[config.mk]
export PLATFORM = sky130hd
export DESIGN_NAME = pio_key_event_sequencer
export DESIGN_NICKNAME = d
export VERILOG_FILES = /design/src/rtl/pio_key_event_sequencer.sv
export SDC_FILE = /design/constraint.sdc
export NUM_CORES = 1
export LEC_CHECK = 0
export CAP_MARGIN = 20
export CORE_UTILIZATION = 61
export CTS_BUF_LIST = sky130_fd_sc_hd__clkbuf_8
export DETAILED_ROUTE_END_ITERATION = 7
export PLACE_DENSITY = 0.95
export SLEW_MARGIN = 20
export SYNTH_ARGS = -nofsm -noshare
export SYNTH_HDL_FRONTEND = slang
export SYNTH_SLANG_ARGS = --single-unit
[constraint.sdc]
create_clock -name clk -period 3.7 [get_ports clk]
set_input_delay 0.37 -clock clk [delete_from_list [all_inputs] [get_ports clk]]
set_output_delay 0.37 -clock clk [all_outputs]
set_load 0.05 [all_outputs]
[src/rtl/pio_key_event_sequencer.sv]
// pio_key_event_sequencer: services a push-button PIO over Avalon-MM and queues timestamped key events
module pio_key_event_sequencer #(
    parameter logic [1:0] KEY_MASK    = 2'b11,
    parameter int         TS_W        = 16,
    parameter int         FIFO_DEPTH  = 4,
    parameter int         HOLDOFF_CYC = 50000
) (
    input  logic            clk,
    input  logic            reset_n,
    input  logic            en,
    input  logic            pio_irq,
    output logic [1:0]      pio_address,
    output logic            pio_chipselect,
    output logic            pio_write_n,
    output logic [31:0]     pio_writedata,
    input  logic [31:0]     pio_readdata,
    output logic            ev_valid,
    input  logic            ev_ready,
    output logic [TS_W+3:0] ev_data,
    output logic            ovf,
    input  logic            clr_ovf,
    output logic            busy
);
    localparam logic [3:0] INIT = 4'd0, IDLE = 4'd1, RD_EC = 4'd2, WAIT_EC = 4'd3, CLR_EC = 4'd4,
                           RD_DAT = 4'd5, WAIT_DAT = 4'd6, PUSH = 4'd7, HOLD = 4'd8;
    localparam int AW       = $clog2(FIFO_DEPTH);
    localparam int HOLD_MAX = HOLDOFF_CYC > 0 ? HOLDOFF_CYC - 1 : 0;
    localparam int HC_W     = HOLD_MAX > 0 ? $clog2(HOLD_MAX + 1) : 1;

    logic [3:0]      state_q, state_d;
    logic [HC_W-1:0] hold_q, hold_d;
    logic [TS_W-1:0] ts_q, ts_d, ev_ts_q, ev_ts_d;
    logic [1:0]      edges_q, edges_d, level_q, level_d, addr_q, addr_d;
    logic            cs_q, cs_d, wn_q, wn_d, busy_q, busy_d, ovf_q, ovf_d;
    logic [31:0]     wd_q, wd_d;
    logic [AW-1:0]   wr_q, wr_d, rd_q, rd_d;
    logic [AW:0]     cnt_q, cnt_d;
    logic [TS_W+3:0] mem_q [FIFO_DEPTH];
    logic [TS_W+3:0] mem_d [FIFO_DEPTH];
    logic            pop, hit, push, drop, full, unused_rd;

    always_comb begin
        state_d = state_q;
        case (state_q)
            INIT:     state_d = busy_q ? IDLE : INIT;
            IDLE:     state_d = (en && pio_irq) ? RD_EC : IDLE;
            RD_EC:    state_d = WAIT_EC;
            WAIT_EC:  state_d = CLR_EC;
            CLR_EC:   state_d = RD_DAT;
            RD_DAT:   state_d = WAIT_DAT;
            WAIT_DAT: state_d = PUSH;
            PUSH:     state_d = (edges_q == 2'b00 || HOLDOFF_CYC == 0) ? IDLE : HOLD;
            HOLD:     state_d = (hold_q == HC_W'(HOLD_MAX)) ? IDLE : HOLD;
            default:  state_d = INIT;
        endcase
    end

    // Bus strobes are registered from the next state so they line up with state_q yet stay idle in reset
    always_comb begin
        cs_d    = state_d inside {INIT, RD_EC, CLR_EC, RD_DAT};
        wn_d    = !(state_d inside {INIT, CLR_EC});
        addr_d  = state_d == INIT ? 2'd2 : state_d inside {RD_EC, CLR_EC} ? 2'd3 : state_d == RD_DAT ? 2'd0 : addr_q;
        wd_d    = state_d == INIT ? 32'(KEY_MASK) : 32'd0;
        busy_d  = state_d != IDLE;
        hold_d  = state_q == HOLD ? hold_q + 1'b1 : '0;
        ts_d    = ts_q + 1'b1;
        ev_ts_d = state_q == RD_EC ? ts_q : ev_ts_q;
        edges_d = state_q == WAIT_EC ? pio_readdata[1:0] : edges_q;
        level_d = state_q == WAIT_DAT ? pio_readdata[1:0] : level_q;
    end

    // A pop in the same cycle frees a slot, so a full FIFO still accepts the push
    always_comb begin
        full  = cnt_q == (AW+1)'(FIFO_DEPTH);
        pop   = ev_valid && ev_ready;
        hit   = state_q == PUSH && edges_q != 2'b00;
        push  = hit && (!full || pop);
        drop  = hit && full && !pop;
        wr_d  = wr_q + AW'(push);
        rd_d  = rd_q + AW'(pop);
        cnt_d = cnt_q + (AW+1)'(push) - (AW+1)'(pop);
        ovf_d = drop || (ovf_q && !clr_ovf);
        mem_d = mem_q;
        if (push) mem_d[wr_q] = {ev_ts_q, edges_q, level_q};
    end

    always_ff @(posedge clk or negedge reset_n) begin
        if (!reset_n) begin
            state_q <= INIT;
            hold_q  <= '0;
            ts_q    <= '0;
            ev_ts_q <= '0;
            edges_q <= '0;
            level_q <= '0;
            addr_q  <= '0;
            cs_q    <= 1'b0;
            wn_q    <= 1'b1;
            wd_q    <= '0;
            busy_q  <= 1'b0;
            ovf_q   <= 1'b0;
            wr_q    <= '0;
            rd_q    <= '0;
            cnt_q   <= '0;
            mem_q   <= '{default: '0};
        end else begin
            state_q <= state_d;
            hold_q  <= hold_d;
            ts_q    <= ts_d;
            ev_ts_q <= ev_ts_d;
            edges_q <= edges_d;
            level_q <= level_d;
            addr_q  <= addr_d;
            cs_q    <= cs_d;
            wn_q    <= wn_d;
            wd_q    <= wd_d;
            busy_q  <= busy_d;
            ovf_q   <= ovf_d;
            wr_q    <= wr_d;
            rd_q    <= rd_d;
            cnt_q   <= cnt_d;
            mem_q   <= mem_d;
        end
    end

    assign pio_address    = addr_q;
    assign pio_chipselect = cs_q;
    assign pio_write_n    = wn_q;
    assign pio_writedata  = wd_q;
    assign ev_valid       = cnt_q != '0;
    assign ev_data        = mem_q[rd_q];
    assign ovf            = ovf_q;
    assign busy           = busy_q;
    assign unused_rd      = ^pio_readdata[31:2];
endmodule
Word level (Yosys, flattened, before mapping)
Index checks and enable logic that the tools add are counted.

storage, ports and cells
  flip-flop bits (word level) = 151
  bits in latches = 0
  memory bits (writable) = 0
  ROM bits = 0
  input port bits = 38
  output and inout bits = 59
  memories kept = 0

cells by class
  add/sub/neg operators = 6
  multiply operators = 0
  div/mod/pow operators = 0
  order comparisons = 3
  equal/unequal tests = 14
  shift-type cells = 0
  mux-type cells = 16
  bitwise operators = 2
  reduce and logical (&&, ||, !) cells = 23

operators with widths
  operator                                                                 count
  80-bit bitwise mux                                                       1
  20-bit two-way mux                                                       3
  20-bit binary-select mux with 2-bit select                               1
  20-bit demux with 2-bit select                                           1
  4-bit case mux with 9 select lines                                       1
  16-bit by 1-bit adder with 16-bit output, second input constant          2
  4-bit by 3-bit == test with 1-bit output, second input constant          6
  16-bit == test, second input constant                                    1
  16-bit two-way mux                                                       1
  4-bit by 2-bit == test with 1-bit output, second input constant          3
  2-bit two-way mux                                                        5
  1-bit logical AND                                                        8
  4-bit zero test                                                          2
  4-bit two-way mux                                                        2
  3-bit >= comparator, second input constant                               2
  2-bit NOT with 3-bit output                                              2
  2-bit nonzero test                                                       3
  3-bit nonzero test                                                       2
  2-bit by 1-bit adder with 2-bit output                                   2
  4-bit by 1-bit == test with 1-bit output, second input constant          1
  4-bit == test, second input constant                                     1
  1-bit zero test                                                          4
  4-bit by 1-bit inequality test with 1-bit output, second input constant  1
  4-bit nonzero test                                                       1
  other kinds (7)                                                          8

Longest topological paths before layout
Gate-level depths: netlist of run 1.

  depth after elaboration = 7
  gate-level depth with buffers = 10

Least setup slack after synthesis of run 1
OpenSTA, ideal clock, no wires.

  kind = flip-flop to flip-flop
  from = register cnt_q[1]
  to = register cnt_q[2]
  library setup time = 0.123 ns
  arrival = 2.333 ns
  data required time = 3.577 ns
  setup slack = 1.244 ns
  cell stages (with the launch flop) = 9
  clock period less this slack = 2.456 ns
  cell sequence = dfrtp_1 > or3_1 > and2_1 > ha_1 > inv_1 > ha_1 > fa_1 > xnor2_1 > xnor2_1

on the way
  longest elaborated chain between the ends = 6
  elaborated cells between the ends (all ways) = 8
  those cells by class = add/sub: 2; eq/ne: 1; reduce/logical: 5

ends and longest elaborated chain
  what                                           RTL line  RTL
  start: declaration                             37        logic [AW:0] cnt_q, cnt_d;
  start signal: assignment                       120       cnt_q <= cnt_d;
  3-bit nonzero test *                           129       assign ev_valid = cnt_q != '0;
  via ev_valid                                   17        output logic ev_valid,
  1-bit logical AND *                            75        pop = ev_valid && ev_ready;
  1-bit logical OR                               77        push = hit && (!full || pop);
  1-bit logical AND                              77
  3-bit by 1-bit adder with 3-bit output         81        cnt_d = cnt_q + (AW+1)'(push) - (AW+1)'(pop);
  3-bit by 1-bit subtractor with 3-bit output *  81
  via cnt_d[2]                                   37

The timed path passes the listed nets; every way through them passes the cells marked *.
A chain may end at the register's enable or synchronous reset.

Worst setup path after layout of run 1
  from = register rd_q[0]
  to = output ev_data[4]

on the way
  longest elaborated chain between the ends = 4

ends and longest elaborated chain
  what                                                   RTL line  RTL
  start: declaration                                     36        logic [AW-1:0] wr_q, wr_d, rd_q, rd_d;
  start signal: assignment                               119       rd_q <= rd_d;
  2-bit NOT with 3-bit output (not written as such)      130       assign ev_data = mem_q[rd_q];
  20-bit binary-select mux with 2-bit select             130
  20-bit two-way mux (not written as such) (2 in a row)  130
  end: declaration                                       19        output logic [TS_W+3:0] ev_data,

Every way passes these cells. The select of a mux whose other input is x is not followed.

==> flow_summary.json, run 1 <==
{
  "tns_ns": 0,
  "layout_common_cells": "dfrtp_1, mux2_2, clkdlybuf4s50_1",
  "clock-sinks": 150,
  "synth_top_family_by_area": "multiplexers",
  "worstSetupPathType": "flop to output port",
  "status": "finished, final reports clean",
  "place_ws_ns": 0.926,
  "yosys_warnings": 0,
  "vias_per_cell": 5.75,
  "start_util_pct": 62.8,
  "synth_ff_type": "dfrtp_1",
  "fp.dieW_um": 108,
  "antenna_found_initial": 0,
  "ctsResizeCount": 0,
  "final_area_mm2": 0.00757,
  "rsz0062_at_grt": "false",
  "die_area_mm2": 0.0116,
  "cts_max_path_buffers": 2,
  "path_clk_slew_ns": 0.09,
  "nNetsFinal": 567,
  "period_share_pct": 78.4,
  "first_pass_iters": 5,
  "hpwl_um": 7940,
  "hold_viol": 0,
  "synthMuxAreaShare_pct": 24.3,
  "syn_inst": 481,
  "worstPathArrival_ns": 2.53,
  "async_flop_share_pct": 100,
  "root_buffer": "clkbuf_8",
  "cts_made_buffers": 17,
  "wl_per_cell_um": 18.6,
  "worst_setup_path_start_kind": "flop",
  "grt_max_degree": 119,
  "drt_first_iter_violations": 164,
  "r2r_cells": 8,
  "power_mw": 5.19,
  "grt_overflow_total": 0,
  "drtAntennaViolNets": 0,
  "slew_violations": 0,
  "drc": 0,
  "reg2reg_slack_ns": 1.12,
  "place.gp.congestion": 0.767,
  "synth-simple-area-share_pct": 7.96,
  "p_leak_nw": 3.50,
  "hold_buffers": 0,
  "yosys.area_share.adder_pct": 1.40,
  "fin_skew_ns": 0.0151,
  "ir_drop_uv": 608,
  "syn-cell-area_mm2": 0.00681,
  "fmax_ghz": 0.345,
  "grtUsageTotal_pct": 24.6,
  "avgSynthCellArea_um2": 14.1,
  "hp-class": "input pin to asynchronous set/reset pin",
  "drv_cap": 0,
  "post-cts-setup-buffer-count": 0,
  "layout-drive-gt1-share_pct": 31.8,
  "synth_xor_area_share_pct": 3.86,
  "clk_latency_ns": 0.45,
  "dpl-instance-area_mm2": 0.00718,
  "cts_tree": "yes",
  "final_common_cell": "dfrtp_1",
  "synthDistinctLibCells": 47,
  "io_buffers": 36,
  "h-tree-depth": 4,
  "worst_slew_pin_slew_ns": 0.918,
  "layout_setup_ws_ns": 0.800,
  "crit_path_end_kind": "output port",
  "synth_compound_area_share_pct": 1.60,
  "p_per_area_mw_per_mm2": 686,
  "holdWs_ns": 0.00418,
  "grt_pass1_wl_um": 21100,
  "rows": 38,
  "grt_pass1_vias": 4125,
  "synthToLayoutAreaGrowth_pct": 11.2,
  "crit_fanout": 20,
  "setup-violations-final": 0,
  "cp.required_ns": 3.33,
  "coreArea_mm2": 0.0108,
  "n_antenna_cell": 0,
  "routed_wl_um": 12500,
  "synth_edf_count": 0,
  "synth-seq-cells": 150,
  "ios": 97,
  "slew_headroom_pct": 38.8,
  "die-height_um": 108,
  "vias": 3880,
  "min_period_ns": 2.90,
  "seq_area_frac_synth_pct": 55.2
}
-- report_power, final --
| group | switching [mW] | internal (mW) |
|---|---|---|
| logic | 0.961 | 0.756 |
| registers | 0.278 | 1.95 |
| clock network | 0.681 | 0.558 |
| total | 1.92 | 3.27 |
-- area by class of cell --
cell class	count	area [um2]
repair buffers	44	424
clock buffers	17	234
multi-input cells	298	2780
flip-flops and latches	150	3750
inverters	11	41.3
well taps	140	175
clock inverters	15	154
fillers	726	3270
-- per-stage QoR --
stage / instances / utilization [%]
after floorplan: 510 / -
after global placement: 643 / 66.2
after detailed placement: 643 / 66.2
after CTS: 675 / 69.8
after global routing: 675 / 69.8
final: 675 / 69.8
-- Yosys cell counts (3+ instances only) --
library cell | count | area, um2
a21oi_1 | 5 | 25.0
and2_1 | 6 | 37.5
buf_1 | 3 | 11.3
buf_2 | 6 | 30.0
buf_4 | 35 | 263
clkbuf_1 | 5 | 18.8
dfrtp_1 | 149 | 3730
ha_1 | 6 | 75.1
inv_1 | 11 | 41.3
mux2_2 | 80 | 901
mux2_4 | 20 | 300
mux4_2 | 20 | 450
nand2_1 | 11 | 41.3
nand2b_1 | 3 | 18.8
nand3_1 | 10 | 50.1
nand4_1 | 6 | 37.5
nor2_1 | 22 | 82.6
nor3_1 | 5 | 25.0
nor4_1 | 5 | 31.3
o21ai_0 | 5 | 25.0
or3_1 | 6 | 37.5
xnor2_1 | 23 | 201
xor2_1 | 7 | 61.3
-- path summary, 6_finish.rpt --
path,from,end
min in group clk,ts_q[15],ts_q[15]
worst max-delay path,rd_q[0],ev_data[4]
worst max register to register,state_q[3],cnt_q[2]
worst min register to register,ts_q[15],ts_q[15]
max in group asynchronous,reset_n,mem_q[53]
worst min-delay path,reset_n,mem_q[33]
-- critical path, stage by stage (launching register included) --
cell             delay [ns]
dfrtp_1                0.36
buf_4                  0.41
mux4_2                 0.58
clkdlybuf4s50_1        0.72
-- sequential cells by signal (all words and copies together), names as in the netlist --
register	flops
edges_q	2
hold_q	16
ev_ts_q	16
pio_chipselect	1
pio_writedata	1
ts_q	16
rd_q	2
busy	1
pio_address	2
mem_q	80
wr_q	2
ovf	1
level_q	2
cnt_q	3
pio_write_n	1
state_q	4
-- logic make-up after synthesis --
| logic type | Yosys count |
|---|---|
| other cells | 1 |
| mux | 120 |
| compound gates | 17 |
| buf+inv | 62 |
| xor+xnor | 30 |
| simple gates | 94 |
| fa+ha+maj | 7 |
| flops | 150 |
-- per-layer routing --
metal  vias up  track usage, %  wire, um
met5         -               0         0
li1       1734               -         -
met3        21            6.42       505
met4         0            9.69       235
met1      2025            31.5      5270
met2       100            40.1      6530
No activity file was read; power rests on OpenSTA's default activity.
==> run 2: changes to the inputs <==
--- a/config.mk
+++ b/config.mk
@@ -6,10 +6,10 @@
 export NUM_CORES = 1
 export LEC_CHECK = 0
 export CAP_MARGIN = 20
-export CORE_UTILIZATION = 61
+export CORE_UTILIZATION = 51
 export CTS_BUF_LIST = sky130_fd_sc_hd__clkbuf_8
 export DETAILED_ROUTE_END_ITERATION = 7
-export PLACE_DENSITY = 0.95
+export PLACE_DENSITY = 0.89
 export SLEW_MARGIN = 20
 export SYNTH_ARGS = -nofsm -noshare
 export SYNTH_HDL_FRONTEND = slang
==> constraint.sdc (replaced) <==
create_clock -name clk -period 2.65 [get_ports clk]
set_input_delay 0.265 -clock clk [delete_from_list [all_inputs] [get_ports clk]]
set_output_delay 0.265 -clock clk [all_outputs]
set_load 0.05 [all_outputs]
==> run 2 against run 1 <==
  * Global-route usage down 5.5 points
  * Via count down 0.88%
  * Clock power is 61% higher
  * Non-clock buffer count increased by 8
  * Final cell count increased by 5.9%
  * Largest power group unchanged
  * Sequential cell count stayed put
  * Critical path depth is 5 higher
  * Critical endpoint is now cnt_q[2]
  * Utilization fell by 9.8 points
  * Clock-buffer cell count stayed put
  * Die area up 19%
  * Largest cell class unchanged
  * Register-to-register slack got worse by 0.80 ns
  * Cell area is 1.6% higher
==> flow_summary.json, run 2 (synthesis results as in run 1) <==
{
  "wl_per_cell_um": 17.0,
  "slowest_delay_ns": 0.52,
  "r2r_cells": 8,
  "ios": 97,
  "min_delay_path_depth": 2,
  "coreArea_mm2": 0.0128,
  "reg2reg_slack_ns": 0.32,
  "worstHoldStart": "clr_ovf",
  "drt_first_iter_violations": 237,
  "h-tree-depth": 4,
  "cts_max_path_buffers": 2,
  "crit_path_end_kind": "flop",
  "rsz0062_at_grt": "false",
  "final_common_cell": "dfrtp_1",
  "setup-violations-final": 0,
  "fmax_ghz": 0.429,
  "grtUsageTotal_pct": 19.0,
  "grt_pass1_wl_um": 20500,
  "layout_common_cells": "dfrtp_1, mux2_2, buf_4",
  "power_switching_mw": 2.57,
  "grt_max_degree": 79,
  "hold_viol": 0,
  "hold_buffers": 1,
  "antenna_found_initial": 0,
  "grt_pass1_vias": 4131,
  "internal_power_mw": 4.90,
  "status": "finished, final reports clean",
  "slew_headroom_pct": 53.0,
  "cp.required_ns": 3.02,
  "clk_latency_ns": 0.45,
  "vias_per_cell": 5.38,
  "slowest_stage": "dfrtp_1",
  "worst_setup_path_start_kind": "flop",
  "r2r-end": "cnt_q[2]",
  "io_buffers": 36,
  "layout-drive-gt1-share_pct": 36.1,
  "fp.dieW_um": 118,
  "crit_fanout": 10,
  "die_area_mm2": 0.0138,
  "clock_power_share_pct": 26.8,
  "dpl-instance-area_mm2": 0.00722,
  "period_share_pct": 88.0,
  "cts_tree": "yes",
  "p_per_area_mw_per_mm2": 971,
  "die-height_um": 118,
  "grt_overflow_total": 0,
  "cts_made_buffers": 17,
  "clock-sinks": 150,
  "post-cts-setup-buffer-count": 0,
  "sequentialPowerShare_pct": 41.1,
  "top_register": "mem_q",
  "hpwl_um": 8030,
  "worst_slew_pin_slew_ns": 0.705,
  "slew_violations": 0,
  "synthToLayoutAreaGrowth_pct": 13.0,
  "largest_reg_flops": 80,
  "hp-class": "input pin to flop",
  "routed_wl_um": 12200,
  "worstPathArrival_ns": 2.70,
  "min_period_ns": 2.33,
  "p_leak_nw": 3.61,
  "ir_drop_uv": 497,
  "first_pass_iters": 5,
  "path_clk_slew_ns": 0.08,
  "fin_skew_ns": 0.0148,
  "worstReg2RegStart": "state_q[1]",
  "critical_path.cell_chain": "nand4b_2 > or3_1 > ha_1 > inv_1 > ha_1 > fa_1 > xnor2_1 > xnor2_1",
  "nNetsFinal": 575,
  "place.gp.congestion": 0.755,
  "drv_cap": 0,
  "root_buffer": "clkbuf_8",
  "ctsResizeCount": 0,
  "start_util_pct": 53.1,
  "drc": 0,
  "n_antenna_cell": 0,
  "pwr-share-comb_pct": 32.1,
  "holdPathEnd": "ovf",
  "drtAntennaViolNets": 0,
  "holdWs_ns": 0.373,
  "worstSetupPathType": "flop to flop",
  "tns_ns": 0,
  "vias": 3846,
  "rows": 41,
  "p_sw_share_pct": 34.4,
  "final_area_mm2": 0.00769
}
[run 2: changes by cell type in the layout (fill, tap and decap cells not counted), moves of 2 or more]
cell,change
inv_6,-5
clkinv_4,+2
clkdlybuf4s50_1,-20
bufinv_16,+4
inv_8,-2
buf_4,+27
[run 2: cell type report]
type / count / area (um2)
timing repair buffer: 52 / 434
inverter: 11 / 41.3
multi-input combinational: 298 / 2780
clock inverter: 15 / 226
fill: 961 / 5140
clock buffer: 17 / 234
sequential: 150 / 3750
tap: 172 / 215
[run 2: per-stage QoR]
stage	power, mW	cells	util [%]	setup slack [ns]
global placement	5.41	682	56.3	0.201
global route	7.80	715	60.0	0.169
detailed placement	5.53	682	56.3	0.125
finish	7.47	715	60.0	0.318
floorplan	4.90	510	-	0.194
CTS	7.53	715	60.0	0.296
[run 2: routing by layer]
metal  up-vias  track usage [%]  wire length (um)
li1       1741                -                 -
met1      2003             24.0              5250
met2        87             31.4              6340
met3        15             5.33               441
met4         0             6.97               150
met5         -                0                 0
[run 2: worst max-delay path: cells and delay by family, from the launching register on]
kind | cells | cell delay, ns
xor+xnor | 2 | 0.30
fa+ha+maj | 3 | 0.85
buf+inv | 1 | 0.04
flops | 1 | 0.52
simple gates | 2 | 0.55
[run 2: how the worst max path moves through the flow]
stage | start | end | cells past startpoint | slack (ns)
after global routing | state_q[1] | cnt_q[2] | 8 | 0.17
after global placement | ev_ready | cnt_q[2] | 9 | 0.20
after detailed placement | ev_ready | cnt_q[2] | 9 | 0.13
after CTS | state_q[1] | cnt_q[2] | 8 | 0.30
after floorplan | cnt_q[1] | cnt_q[2] | 8 | 0.19
final | state_q[1] | cnt_q[2] | 8 | 0.32
[run 2: power groups by stage]
stage,sequential (mW),clock [mW],combinational (mW)
floorplan,3.10,0,1.80
global placement,3.06,0,2.35
detailed placement,3.11,0,2.42
CTS,3.07,2.03,2.43
global route,3.13,2.12,2.55
finish,3.07,2.00,2.40
==> run 3: changes to the inputs <==
--- a/config.mk
+++ b/config.mk
@@ -5,12 +5,14 @@
 export SDC_FILE = /design/constraint.sdc
 export NUM_CORES = 1
 export LEC_CHECK = 0
+export ABC_CLOCK_PERIOD_IN_PS = 2650
 export CAP_MARGIN = 20
 export CORE_UTILIZATION = 51
 export CTS_BUF_LIST = sky130_fd_sc_hd__clkbuf_8
 export DETAILED_ROUTE_END_ITERATION = 7
+export GPL_TIMING_DRIVEN = 0
 export PLACE_DENSITY = 0.89
-export SLEW_MARGIN = 20
+export SLEW_MARGIN = 10
 export SYNTH_ARGS = -nofsm -noshare
 export SYNTH_HDL_FRONTEND = slang
 export SYNTH_SLANG_ARGS = --single-unit
==> run 3 against run 2 <==
  * Clock-buffer cell count increased by 4
  * Utilization is 1.7 points higher
  * Routed wire length increased by 1.3%
  * Via count increased by 2.1%
  * Combinational power grew 3%
  * Hold slack better by 0.012 ns
  * Critical path type unchanged
  * Largest cell class unchanged
  * Largest power group unchanged
==> flow_summary.json, run 3 (synthesis results as in run 1) <==
{
  "top_register": "mem_q",
  "place.gp.congestion": 0.789,
  "routed_wl_um": 12300,
  "hpwl_um": 8300,
  "final_area_mm2": 0.00791,
  "dpl-instance-area_mm2": 0.00752,
  "p_per_area_mw_per_mm2": 915,
  "cp.required_ns": 3.00,
  "grt_max_degree": 92,
  "synthToLayoutAreaGrowth_pct": 16.2,
  "dp.cells": 719,
  "period_share_pct": 93.0,
  "ir_drop_uv": 472,
  "p_leak_nw": 3.83,
  "worstPathArrival_ns": 2.82,
  "first_pass_iters": 4,
  "fp.dieW_um": 118,
  "grtUsageTotal_pct": 19.7,
  "start_util_pct": 53.1,
  "slew_headroom_pct": 46.1,
  "hp-class": "input pin to flop",
  "status": "finished, final reports clean",
  "hold_viol": 0,
  "min_period_ns": 2.47,
  "crit_fanout": 10,
  "rsz0062_at_grt": "false",
  "grt_pass1_wl_um": 21200,
  "vias": 3925,
  "path_clk_slew_ns": 0.07,
  "holdPathEnd": "ovf",
  "slew_violations": 0,
  "coreArea_mm2": 0.0128,
  "crit_path_end_kind": "flop",
  "largest_reg_flops": 80,
  "stdcell_count": 751,
  "cts_tree": "yes",
  "post-cts-setup-buffer-count": 0,
  "reg2reg_slack_ns": 0.18,
  "min_delay_path_depth": 2,
  "worst_setup_path_start_kind": "flop",
  "worst_slew_pin_slew_ns": 0.808,
  "drt_first_iter_violations": 193,
  "final_common_cell": "dfrtp_1",
  "r2r-end": "cnt_q[2]",
  "layout-drive-gt1-share_pct": 35.6,
  "vias_per_cell": 5.23,
  "fin_skew_ns": 0.0128,
  "ios": 97,
  "drtAntennaViolNets": 0,
  "grt_pass1_vias": 4229,
  "worstSetupPathType": "flop to flop",
  "fmax_ghz": 0.406,
  "die_area_mm2": 0.0138,
  "die-height_um": 118,
  "r2r_cells": 10,
  "layout_common_cells": "dfrtp_1, mux2_2, buf_4",
  "wl_per_cell_um": 16.4,
  "setup-violations-final": 0,
  "clock-sinks": 150,
  "grt_overflow_total": 0,
  "cts_max_path_buffers": 2,
  "cts_made_buffers": 17,
  "fillers": 978,
  "io_buffers": 36,
  "n_antenna_cell": 0,
  "h-tree-depth": 4,
  "rows": 41,
  "clk_latency_ns": 0.44,
  "drc": 0,
  "worstReg2RegStart": "state_q[0]",
  "nNetsFinal": 612,
  "worstHoldStart": "clr_ovf",
  "drv_cap": 0,
  "antenna_found_initial": 0,
  "root_buffer": "clkbuf_8"
}
==> run 3: cell type report <==
class / count / area (um2) / area share [%]
well taps: 172 / 215 / 2.72
flip-flops and latches: 150 / 3750 / 47.5
clock buffers: 21 / 289 / 3.66
inverters: 11 / 41.3 / 0.522
repair buffers: 38 / 374 / 4.73
multi-input cells: 298 / 2770 / 35.1
plain buffers: 51 / 355 / 4.49
clock inverters: 10 / 104 / 1.31
==> run 3: through the flow <==
| stage | util (%) | setup slack [ns] | power [mW] | TNS [ns] | hold WS (ns) |
|---|---|---|---|---|---|
| after floorplan | - | 0.194 | 4.90 | 0 | -0.0306 |
| after global placement | 58.4 | -4.13 | 5.49 | -618.20 | 0.455 |
| after detailed placement | 58.6 | -0.131 | 5.63 | -1.34 | 0.393 |
| after CTS | 61.6 | 0.179 | 7.29 | 0 | 0.352 |
| after global routing | 61.6 | 0.0755 | 7.60 | 0 | 0.386 |
| final | 61.6 | 0.185 | 7.23 | 0 | 0.386 |
==> run 3: report_power, final <==
part / internal, mW / switching [mW] / total, mW
registers: 2.73 / 0.317 / 3.05
logic: 1.06 / 1.42 / 2.47
clock network: 0.919 / 0.791 / 1.71
total: 4.71 / 2.52 / 7.23
==> run 3: what timing repair did <==
item | in CTS | in global routing
endpoints found under the setup margin | 20 | 0
gates resized for setup | 26 | 0
hold buffers | 1 | 0
endpoints found under the hold margin | 90 | 0
==> run 3: metal layers <==
metal  global-route usage [%]  part of all wire [%]  vias to the layer above
li1                         -                     -                     1817
met1                     25.1                    44                     2009
met2                     32.7                    51                       89
met5                        0                     0                        -
met4                     7.69                   1.3                        0
met3                     4.51                   4.3                       10
==> run 3: critical path: stages, from the launching register on <==
cell and delay, ns:
dfrtp_1 0.34, buf_4 0.16, nand4b_2 0.14, or3_1 0.33
buf_2 0.17, ha_1 0.28, inv_1 0.04, ha_1 0.19
fa_1 0.38, xnor2_1 0.20, xnor2_1 0.16
==> run 3: how the worst max path moves through the flow <==
stage	slack, ns	start	end	depth (start not counted)
global placement	-4.13	reset_n	mem_q[60]	1
CTS	0.18	state_q[0]	cnt_q[2]	10
detailed placement	-0.13	rd_q[0]	ev_data[9]	3
global route	0.08	state_q[0]	cnt_q[2]	10
finish	0.18	state_q[0]	cnt_q[2]	10
floorplan	0.19	cnt_q[1]	cnt_q[2]	8
